--- src/rtl/drum_voice_engine.sv ---
// rtl/drum_voice_engine.sv - N-channel debounced square-wave voice engine with sigma-delta mix
//
// Ports:
//   Clk          system clock
//   rst          asynchronous active-low reset
//   trig         raw per-channel triggers (active-high, asynchronous)
//   half_period  per-channel tone half-period in cycles, channel i at [i*CW +: CW]
//   dur          per-channel voice length in cycles, channel i at [i*DW +: DW]
//   mode         0 = polyphonic, 1 = monophonic
//   active       per-channel "voice playing" LED drive
//   level        number of playing channels whose square wave is high
//   speaker      1-bit sigma-delta output, duty = level/NCH
module drum_voice_engine #(
  parameter int NCH = 4,
  parameter int CW  = 18,
  parameter int DW  = 24,
  parameter int DEB = 16
) (
  input  logic                       Clk,
  input  logic                       rst,
  input  logic [NCH-1:0]             trig,
  input  logic [NCH*CW-1:0]          half_period,
  input  logic [NCH*DW-1:0]          dur,
  input  logic                       mode,
  output logic [NCH-1:0]             active,
  output logic [$clog2(NCH+1)-1:0]   level,
  output logic                       speaker
);

  localparam int LW  = $clog2(NCH+1);
  localparam int DBW = $clog2(DEB);

  logic [NCH-1:0] r_sync1;
  logic [NCH-1:0] r_sync2;
  logic [NCH-1:0] r_db;
  logic [NCH-1:0] r_db_d;
  logic [DBW-1:0] r_dbcnt [NCH];

  logic [NCH-1:0] r_play;
  logic [NCH-1:0] r_phase;
  logic [CW-1:0]  r_tcnt [NCH];
  logic [DW-1:0]  r_dcnt [NCH];

  logic [LW-1:0]  r_acc;
  logic [LW-1:0]  r_level;
  logic           r_speaker;

  logic [NCH-1:0] w_hit;
  logic [NCH-1:0] w_valid;
  logic [NCH-1:0] w_start;
  logic [NCH-1:0] w_kill;
  logic           w_taken;
  logic [LW-1:0]  w_pop;
  logic [LW:0]    w_sum;

  // Synchronizer and debouncer: the counter only accumulates while the
  // synchronized input disagrees with the debounced state.
  always_ff @(posedge Clk or negedge rst) begin
    if (!rst) begin
      r_sync1 <= '0;
      r_sync2 <= '0;
      r_db    <= '0;
      r_db_d  <= '0;
      for (int i = 0; i < NCH; i++) r_dbcnt[i] <= '0;
    end else begin
      r_sync1 <= trig;
      r_sync2 <= r_sync1;
      r_db_d  <= r_db;
      for (int i = 0; i < NCH; i++) begin
        if (r_sync2[i] != r_db[i]) begin
          if (r_dbcnt[i] == DBW'(DEB-1)) begin
            r_db[i]    <= ~r_db[i];
            r_dbcnt[i] <= '0;
          end else begin
            r_dbcnt[i] <= r_dbcnt[i] + DBW'(1);
          end
        end else begin
          r_dbcnt[i] <= '0;
        end
      end
    end
  end

  assign w_hit = r_db & ~r_db_d;

  // Start/kill decision. A hit with zero duration is ignored entirely, so it
  // neither starts a voice nor silences others in mono mode. In mono mode the
  // lowest-index valid hit wins and every other channel is forced idle.
  always_comb begin
    w_valid = '0;
    w_start = '0;
    w_kill  = '0;
    w_taken = 1'b0;
    for (int i = 0; i < NCH; i++) begin
      w_valid[i] = w_hit[i] && (dur[i*DW +: DW] != '0);
      if (w_valid[i] && !(mode && w_taken)) w_start[i] = 1'b1;
      if (w_valid[i]) w_taken = 1'b1;
    end
    for (int i = 0; i < NCH; i++) begin
      w_kill[i] = mode && w_taken && !w_start[i];
    end
  end

  // Voice FSM per channel: r_play is the IDLE/PLAY state bit.
  always_ff @(posedge Clk or negedge rst) begin
    if (!rst) begin
      r_play  <= '0;
      r_phase <= '0;
      for (int i = 0; i < NCH; i++) begin
        r_tcnt[i] <= '0;
        r_dcnt[i] <= '0;
      end
    end else begin
      for (int i = 0; i < NCH; i++) begin
        if (w_start[i]) begin
          r_play[i]  <= 1'b1;
          r_phase[i] <= 1'b0;
          r_tcnt[i]  <= '0;
          r_dcnt[i]  <= dur[i*DW +: DW];
        end else if (w_kill[i] || (r_play[i] && r_dcnt[i] == DW'(1))) begin
          r_play[i]  <= 1'b0;
          r_phase[i] <= 1'b0;
          r_tcnt[i]  <= '0;
          r_dcnt[i]  <= '0;
        end else if (r_play[i]) begin
          r_dcnt[i] <= r_dcnt[i] - DW'(1);
          if (half_period[i*CW +: CW] == '0) begin
            r_phase[i] <= 1'b0;
            r_tcnt[i]  <= '0;
          end else if (r_tcnt[i] >= half_period[i*CW +: CW] - CW'(1)) begin
            // >= keeps the counter bounded if half_period shrinks mid-voice.
            r_phase[i] <= ~r_phase[i];
            r_tcnt[i]  <= '0;
          end else begin
            r_tcnt[i] <= r_tcnt[i] + CW'(1);
          end
        end
      end
    end
  end

  always_comb begin
    w_pop = '0;
    for (int i = 0; i < NCH; i++) begin
      w_pop = w_pop + LW'(r_play[i] & r_phase[i]);
    end
  end

  // First-order sigma-delta modulator with modulus NCH.
  assign w_sum = {1'b0, r_acc} + {1'b0, r_level};

  always_ff @(posedge Clk or negedge rst) begin
    if (!rst) begin
      r_acc     <= '0;
      r_level   <= '0;
      r_speaker <= 1'b0;
    end else begin
      r_level <= w_pop;
      if (w_sum >= (LW+1)'(NCH)) begin
        r_speaker <= 1'b1;
        r_acc     <= LW'(w_sum - (LW+1)'(NCH));
      end else begin
        r_speaker <= 1'b0;
        r_acc     <= LW'(w_sum);
      end
    end
  end

  assign active  = r_play;
  assign level   = r_level;
  assign speaker = r_speaker;

endmodule

--- config.mk ---
export PLATFORM = sky130hd
export DESIGN_NAME = drum_voice_engine
export DESIGN_NICKNAME = d
export VERILOG_FILES = /design/src/rtl/drum_voice_engine.sv
export SDC_FILE = /design/constraint.sdc
export NUM_CORES = 1
export LEC_CHECK = 0
export BUFFER_PORTS_ARGS = -buffer_cell sky130_fd_sc_hd__buf_2
export CAP_MARGIN = 20
export CELL_PAD_IN_SITES_DETAIL_PLACEMENT = 1
export CELL_PAD_IN_SITES_GLOBAL_PLACEMENT = 1
export CORE_MARGIN = 1.5
export CORE_UTILIZATION = 31
export DETAILED_ROUTE_END_ITERATION = 7
export GPL_TIMING_DRIVEN = 0
export PLACE_DENSITY_LB_ADDON = 0.1
export SLEW_MARGIN = 20
export SYNTH_ARGS = -nofsm -noshare
export SYNTH_HDL_FRONTEND = slang
export SYNTH_SLANG_ARGS = --single-unit
--- constraint.sdc ---
create_clock -name Clk -period 7.8 [get_ports Clk]
set_input_delay 0.78 -clock Clk [delete_from_list [all_inputs] [get_ports Clk]]
set_output_delay 0.78 -clock Clk [all_outputs]
set_load 0.01 [all_outputs]
==> reports/results.tsv, run 1 <==
stage	metric	value	unit
detailed_routing	num_vias	15660	
sta	tns	0	ns
yosys	synth_edf_count	0	
cts	clk_pin_slew	0.06	ns
setup_path	crit_slowest_cell	or4_1	
global_routing	overflow	0	
sta	fin_ws	3.279	ns
yosys	synth_top_area_share	0.3452	
yosys	netlist_area	0.01558	mm2
sta	rsz0062_at_grt	no	
setup_path	path_max_fanout	10	
cts	cts_resized	0	
power	power_leakage	0.007983	uW
detailed_routing	dr.pass1.iters	5	
global_routing	antenna_found_initial	2	
cts	clk_path_buf_depth	3	
setup_path	crit_arrival	4.99	ns
detailed_routing	wl_per_cell	19.71	um
setup_path	r2r_cells	8	
yosys	synth_common_cells	dfrtp_1, nand2_1, nor2_1	
final_layout	final_area	0.01846	mm2
power	p_per_area	262.3	mW/mm2
cts	post_cts_buffers	0	
yosys	synth.most_common_cell	dfrtp_1	
cts	cts_sinks	215	
detailed_routing	initialDrtViolationCount	735	
final_layout	drive_gt1_frac	0.1322	
cts	root_buffer	clkbuf_16	
run_status	status	completed	
detailed_routing	vias_per_cell	5.640	
cts	numCtsBuffers	29	
sta	timing.final.crit_period	4.521	ns
detailed_routing	drc	0	
cts	cts_tree	done	
sta	finalHoldViolCount	0	
die	die_y	227.2	um
cts	clkLatencyLatePin	0.56	ns
yosys	syn_nets	2147	
placed_design	place_hpwl	41320	um
setup_path	endpoint_kind	register	
final_layout	fin_cells	2776	
final_layout	layout.nets	2362	
global_routing	grt_util_all_layers	0.2112	
die	die_w	227.2	um
yosys	synth_area_leaders	dfrtp_1, ha_1, nand2_1	
die	rows	81	
die	core	0.04925	mm2
sta	timing.slew.headroom	0.3473	
yosys	synth_cell_types	75	
global_routing	grt_pass1_wl	87940	um
setup_path	r2r-end	r_dcnt[36]	
sta	tightest_slew	0.9765	ns
yosys	syn_area_per_cell	8.320	um2
sta	post-route-period-util	0.5796	
cts	h-tree-depth	1	
placed_design	placed_area	0.01740	mm2
setup_path	path_class	in -> reg	
die	initial_core_util	0.3164	
sta	fin_skew	0.01396	ns
placed_design	io_buffers	181	
setup_path	crit_chain	buf_2 -> or4_1 -> or3_1 -> nor2b_1 -> nand2_1 -> or2_1 -> nor4_1 -> xnor2_1 -> ha_1 -> a211o_1 -> o221ai_1 -> nand4_1 -> or2_2 -> clkbuf_1 -> or3b_2 -> a21oi_1	
sta	maxSlewViolCount	0	
cts	ctsHoldBuffers	0	
placed_design	dpl_worst_slack	2.735	ns
setup_path	crit_start	half_period[0]	
detailed_routing	wirelength	54720	um
min_path	min_path_type	in -> async	
job	drv_cap	0	
final_layout	syn_to_final_growth	18.47	%
global_routing	first_global_vias	16270	
sta	max_freq	221.2	MHz
placed_design	routabilityCongestion	0.8392	
global_routing	grt_max_degree	78	
yosys	synth_flop_cell	dfrtp_1	
setup_path	crit_buf_inv	2	
yosys	synthArstFlopShare	1.000	
setup_path	crit_required	8.27	ns
yosys	synthCells	1873	
yosys	ys_ff_latch	215	
setup_path	worstSetupStartpointType	input pin	
die	io_pins	183	
placed_design	placedCellCount	2721	
setup_path	cpPeakStageDelay	0.53	ns
detailed_routing	drtAntennaViolNets	0	
sta	finalSetupViolations	0	
yosys	ys_warn_count	0	
setup_path	rrSetupSlack	4.37	ns
die	die-area	0.05162	mm2
power	peakVddDrop	0.0001384	V
setup_path	crit_family	simple AND/OR/NAND/NOR gates	
setup_path	r2r_start	r_dcnt[34]	
yosys	yosysTopAreaCell	dfrtp_1	
yosys	yosysSeqAreaShare	0.3452	
-- registers in the layout, indices dropped and copies added, names as in the netlist --
signal,cells
r_dcnt,96
r_tcnt,72
r_dbcnt,16
active,4
r_db,4
r_db_d,4
r_phase,4
r_sync1,4
r_sync2,4
level,3
r_acc,3
speaker,1
-- power by group --
group | internal (uW) | switching [uW]
sequential | 1260 | 201
combinational | 806 | 1080
clock | 940 | 552
total | 3010 | 1830
-- stage by stage --
stage	power, uW	hold WS, ns	util
detailed placement	3347	0.3379	0.3532
global route	5201	0.2470	0.3748
CTS	4883	0.2269	0.3747
finish	4843	0.2076	0.3748
global placement	3268	0.3403	0.3516
floorplan	2819	0.3312	-
-- routing by layer --
metal	share of wire	GRT usage	vias up
met3	0.031	0.02323	58
li1	-	-	7517
met5	0	0	-
met4	0.016	0.04102	0
met2	0.48	0.3633	240
met1	0.47	0.2863	7843
-- worst register-to-register path: stages, from the launching register on --
cell      delay, ns
dfrtp_1        0.41
or3_1          0.46
nor4_1         0.72
a41o_1         0.30
a211o_1        0.19
clkbuf_1       0.49
clkbuf_1       0.50
nor3_1         0.10
nor3_1         0.16
-- worst max path at each step --
| stage | end | slack, ns | depth (start not counted) |
|---|---|---|---|
| after floorplan | r_tcnt[68] | 3.37 | 15 |
| after global placement | r_dcnt[52] | 1.56 | 1 |
| after detailed placement | r_tcnt[66] | 2.73 | 16 |
| after CTS | r_tcnt[66] | 3.30 | 16 |
| after global routing | r_tcnt[66] | 3.00 | 16 |
| final | r_tcnt[66] | 3.28 | 16 |
-- logic make-up after synthesis --
logic type	share of synthesized area
XOR/XNOR	0.04103
AND/OR/NAND/NOR	0.2933
buffers and inverters	0.03508
multiplexers	0.004175
AO/OA/AOI/OAI	0.2007
flip-flops	0.3452
adder cells (fa/ha/maj)	0.08045
-- layout make-up --
cell class	instances	area, um2
Inverter	55	206.4
Fill cell	5979	30790
Timing Repair Buffer	184	978.4
Sequential cell	215	5380
Clock buffer	35	778.2
Clock inverter	18	280.3
Multi-Input combinational cell	1513	9663
Buffer	90	340.3
Tap cell	664	830.8
Antenna cell	2	5.005
-- placed cells by master, fill, tap and decap left out, types with 20 or more instances in the layout --
cell	instances
or3_1	20
o31ai_1	22
xnor2_1	55
o21a_1	22
dfrtp_1	215
o21ai_0	68
nor2_1	138
or4_1	28
nor3_1	127
inv_1	54
nor4_1	61
buf_2	181
and3_1	41
clkbuf_1	82
nand3_1	78
ha_1	97
nand4_1	47
a22oi_1	43
a21oi_1	117
a221oi_1	32
a31oi_1	27
a211oi_1	50
clkbuf_16	29
nand2_1	195
Note: power is estimated with default switching activity, not from simulation.
==> run 2, diff against run 1 <==
==> constraint.sdc (replaced) <==
create_clock -name Clk -period 3.9 [get_ports Clk]
set_input_delay 0.39 -clock Clk [delete_from_list [all_inputs] [get_ports Clk]]
set_output_delay 0.39 -clock Clk [all_outputs]
set_load 0.01 [all_outputs]
==> reports/results.tsv, run 2 (synthesis results as in run 1) <==
stage	metric	value	unit	change
run_status	status	completed		unchanged
cts	h-tree-depth	1		unchanged
final_layout	fillCellCount	5945		was 5,979
min_path	min_path_type	in -> reg		was in -> async
global_routing	first_global_vias	16340		was 16,270
cts	cts_tree	done		unchanged
final_layout	diodes	0		was 2
setup_path	rrSetupSlack	0.32	ns	was 4.37 ns
placed_design	routabilityCongestion	0.7977		was 0.8392
detailed_routing	num_vias	15780		was 15,660
detailed_routing	initialDrtViolationCount	710		was 735
setup_path	r2r_cells	10		was 8
die	io_pins	183		unchanged
global_routing	grt_pass1_wl	88120	um	was 87,940 um
sta	holdWs	0.1001	ns	was 0.2076 ns
power	power_leakage	0.008085	uW	was 0.007983 uW
sta	finalSetupViolations	0		unchanged
job	drv_cap	0		unchanged
min_path	hold_depth	3		
setup_path	endpoint_kind	register		unchanged
die	die_y	227.2	um	unchanged
final_layout	mostFrequentLayoutCell	dfrtp_1		unchanged
final_layout	final_cell_mix	dfrtp_1, nand2_1, buf_2, nor2_1, nor3_1		unchanged
setup_path	path_class	in -> reg		unchanged
detailed_routing	dr.pass1.iters	6		was 5
setup_path	crit_required	4.38	ns	was 8.27 ns
global_routing	overflow	0		unchanged
power	p_per_area	516.9	mW/mm2	was 262.3 mW/mm2
global_routing	grt.busiest_layer	met2		unchanged
min_path	hp-start	dur[66]		
power	fin_total_pwr	9663	uW	was 4843 uW
cts	numCtsBuffers	28		was 29
min_path	min_to	r_dcnt[42]		
die	core	0.04925	mm2	unchanged
cts	root_buffer	clkbuf_16		unchanged
power	peakVddDrop	0.0003329	V	was 0.0001384 V
sta	fin_skew	0.01326	ns	was 0.01396 ns
global_routing	met2_usage	0.3626		was 0.3633
cts	clk_pin_slew	0.06	ns	about the same
sta	post-route-period-util	0.9530		
placed_design	io_buffers	181		unchanged
sta	max_freq	269.0	MHz	
detailed_routing	wirelength	54450	um	was 54,720 um
final_layout	largest_reg_flops	96		unchanged
global_routing	grt.met1_usage	0.2837		was 0.2863
sta	finalHoldViolCount	0		unchanged
final_layout	layout.nets	2371		was 2,362
sta	tightest_slew	1.019	ns	was 0.9765 ns
global_routing	antenna_found_initial	0		was 2
die	die-area	0.05162	mm2	unchanged
final_layout	top_register	r_dcnt		unchanged
setup_path	r2r-end	r_dcnt[46]		was r_dcnt[36]
detailed_routing	vias_per_cell	5.670		was 5.640
cts	cts_sinks	215		unchanged
sta	timing.slew.headroom	0.3191		was 0.3473
final_layout	largestRegisters	r_dcnt (96), r_tcnt (72), r_dbcnt (16)		unchanged
setup_path	crit_arrival	4.20	ns	was 4.99 ns
setup_path	r2r_start	r_dcnt[40]		was r_dcnt[34]
die	initial_core_util	0.3164		unchanged
detailed_routing	drc	0		unchanged
detailed_routing	drtAntennaViolNets	0		unchanged
detailed_routing	wl_per_cell	19.57	um	was 19.71 um
placed_design	place_hpwl	41320	um	about the same
die	rows	81		unchanged
cts	clk_path_buf_depth	3		unchanged
cts	clkLatencyLatePin	0.56	ns	about the same
final_layout	drive_gt1_frac	0.1463		was 0.1322
global_routing	grt_use_met3	0.02310		was 0.02323
setup_path	worstSetupStartpointType	input pin		unchanged
setup_path	path_max_fanout	7		was 10
die	die_w	227.2	um	unchanged
global_routing	grt_util_all_layers	0.2108		was 0.2112
sta	maxSlewViolCount	0		unchanged
sta	tns	0	ns	unchanged
sta	timing.final.crit_period	3.717	ns	
final_layout	syn_to_final_growth	19.96	%	was 18.47%
global_routing	grt_max_degree	68		was 78
run 2: cell count changes in the layout (fill, tap and decap cells not counted), sizes merged:
| cell | delta |
|---|---|
| buf | +6 |
| clkbuf | -1 |
| clkinv | +1 |
| clkinvlp | -1 |
| diode | -2 |
| dlygate4sd3 | +5 |
| inv | -1 |
run 2: area by class of cell:
class / instances / area [um2] / share of cell area
inverters: 55 / 206.4 / 0.01104
multi-input cells: 1513 / 9778 / 0.5231
flip-flops and latches: 215 / 5380 / 0.2878
plain buffers: 89 / 351.6 / 0.01881
well taps: 664 / 830.8 / 0.04444
clock inverters: 17 / 265.3 / 0.01419
clock buffers: 35 / 788.3 / 0.04217
repair buffers: 195 / 1094 / 0.05850
run 2: metal layers:
layer | vias to the layer above | wire, um | part of all wire
li1 | 7527 | - | -
met3 | 75 | 1845 | 0.034
met2 | 265 | 26070 | 0.48
met5 | - | 0 | 0
met1 | 7913 | 25420 | 0.47
met4 | 0 | 1117 | 0.021
run 2: critical path, stage by stage:
cell     delay (ns)
buf_2          0.11
inv_1          0.07
ha_1           0.20
or4b_4         0.52
or4_4          0.54
nor4_2         0.22
xnor2_1        0.10
ha_1           0.28
nand4_1        0.22
nor4_1         0.33
a221o_2        0.34
nor2_4         0.08
buf_4          0.16
or4b_1         0.49
a21oi_1        0.13
run 2: how the worst max path moves through the flow:
stage | from | endpoint | depth (start not counted)
2_1_floorplan | half_period[0] | r_tcnt[68] | 15
3_3_place_gp | rst | r_dcnt[56] | 1
3_5_place_dp | half_period[54] | r_tcnt[16] | 15
4_1_cts | half_period[18] | r_tcnt[42] | 15
5_1_grt | half_period[54] | r_phase[3] | 15
6_report | half_period[54] | r_phase[3] | 15
run 2: power by group:
group          total (uW)  leakage, uW  switching (uW)  internal, uW
logic                3770      0.00470            2150          1620
registers            2930      0.00287             403          2530
clock network        2960     0.000519            1080          1890
run 2: through the flow:
stage	utilization	worst slack, ns	std cells	cell area [um2]
floorplan	-	-0.002663	1873	15600
global placement	0.3520	-1.978	2718	17340
detailed placement	0.3542	-0.7027	2722	17450
CTS	0.3770	-0.01256	2779	18570
global route	0.3795	-0.01554	2783	18690
finish	0.3795	0.1832	2783	18690
run 2: timing repair:
action,in CTS,in global routing
setup endpoints to repair,32,57
buffers inserted,0,5
pin swaps,0,5
resized for setup,6,23
hold buffers,5,0
endpoints found under the hold margin,33,0
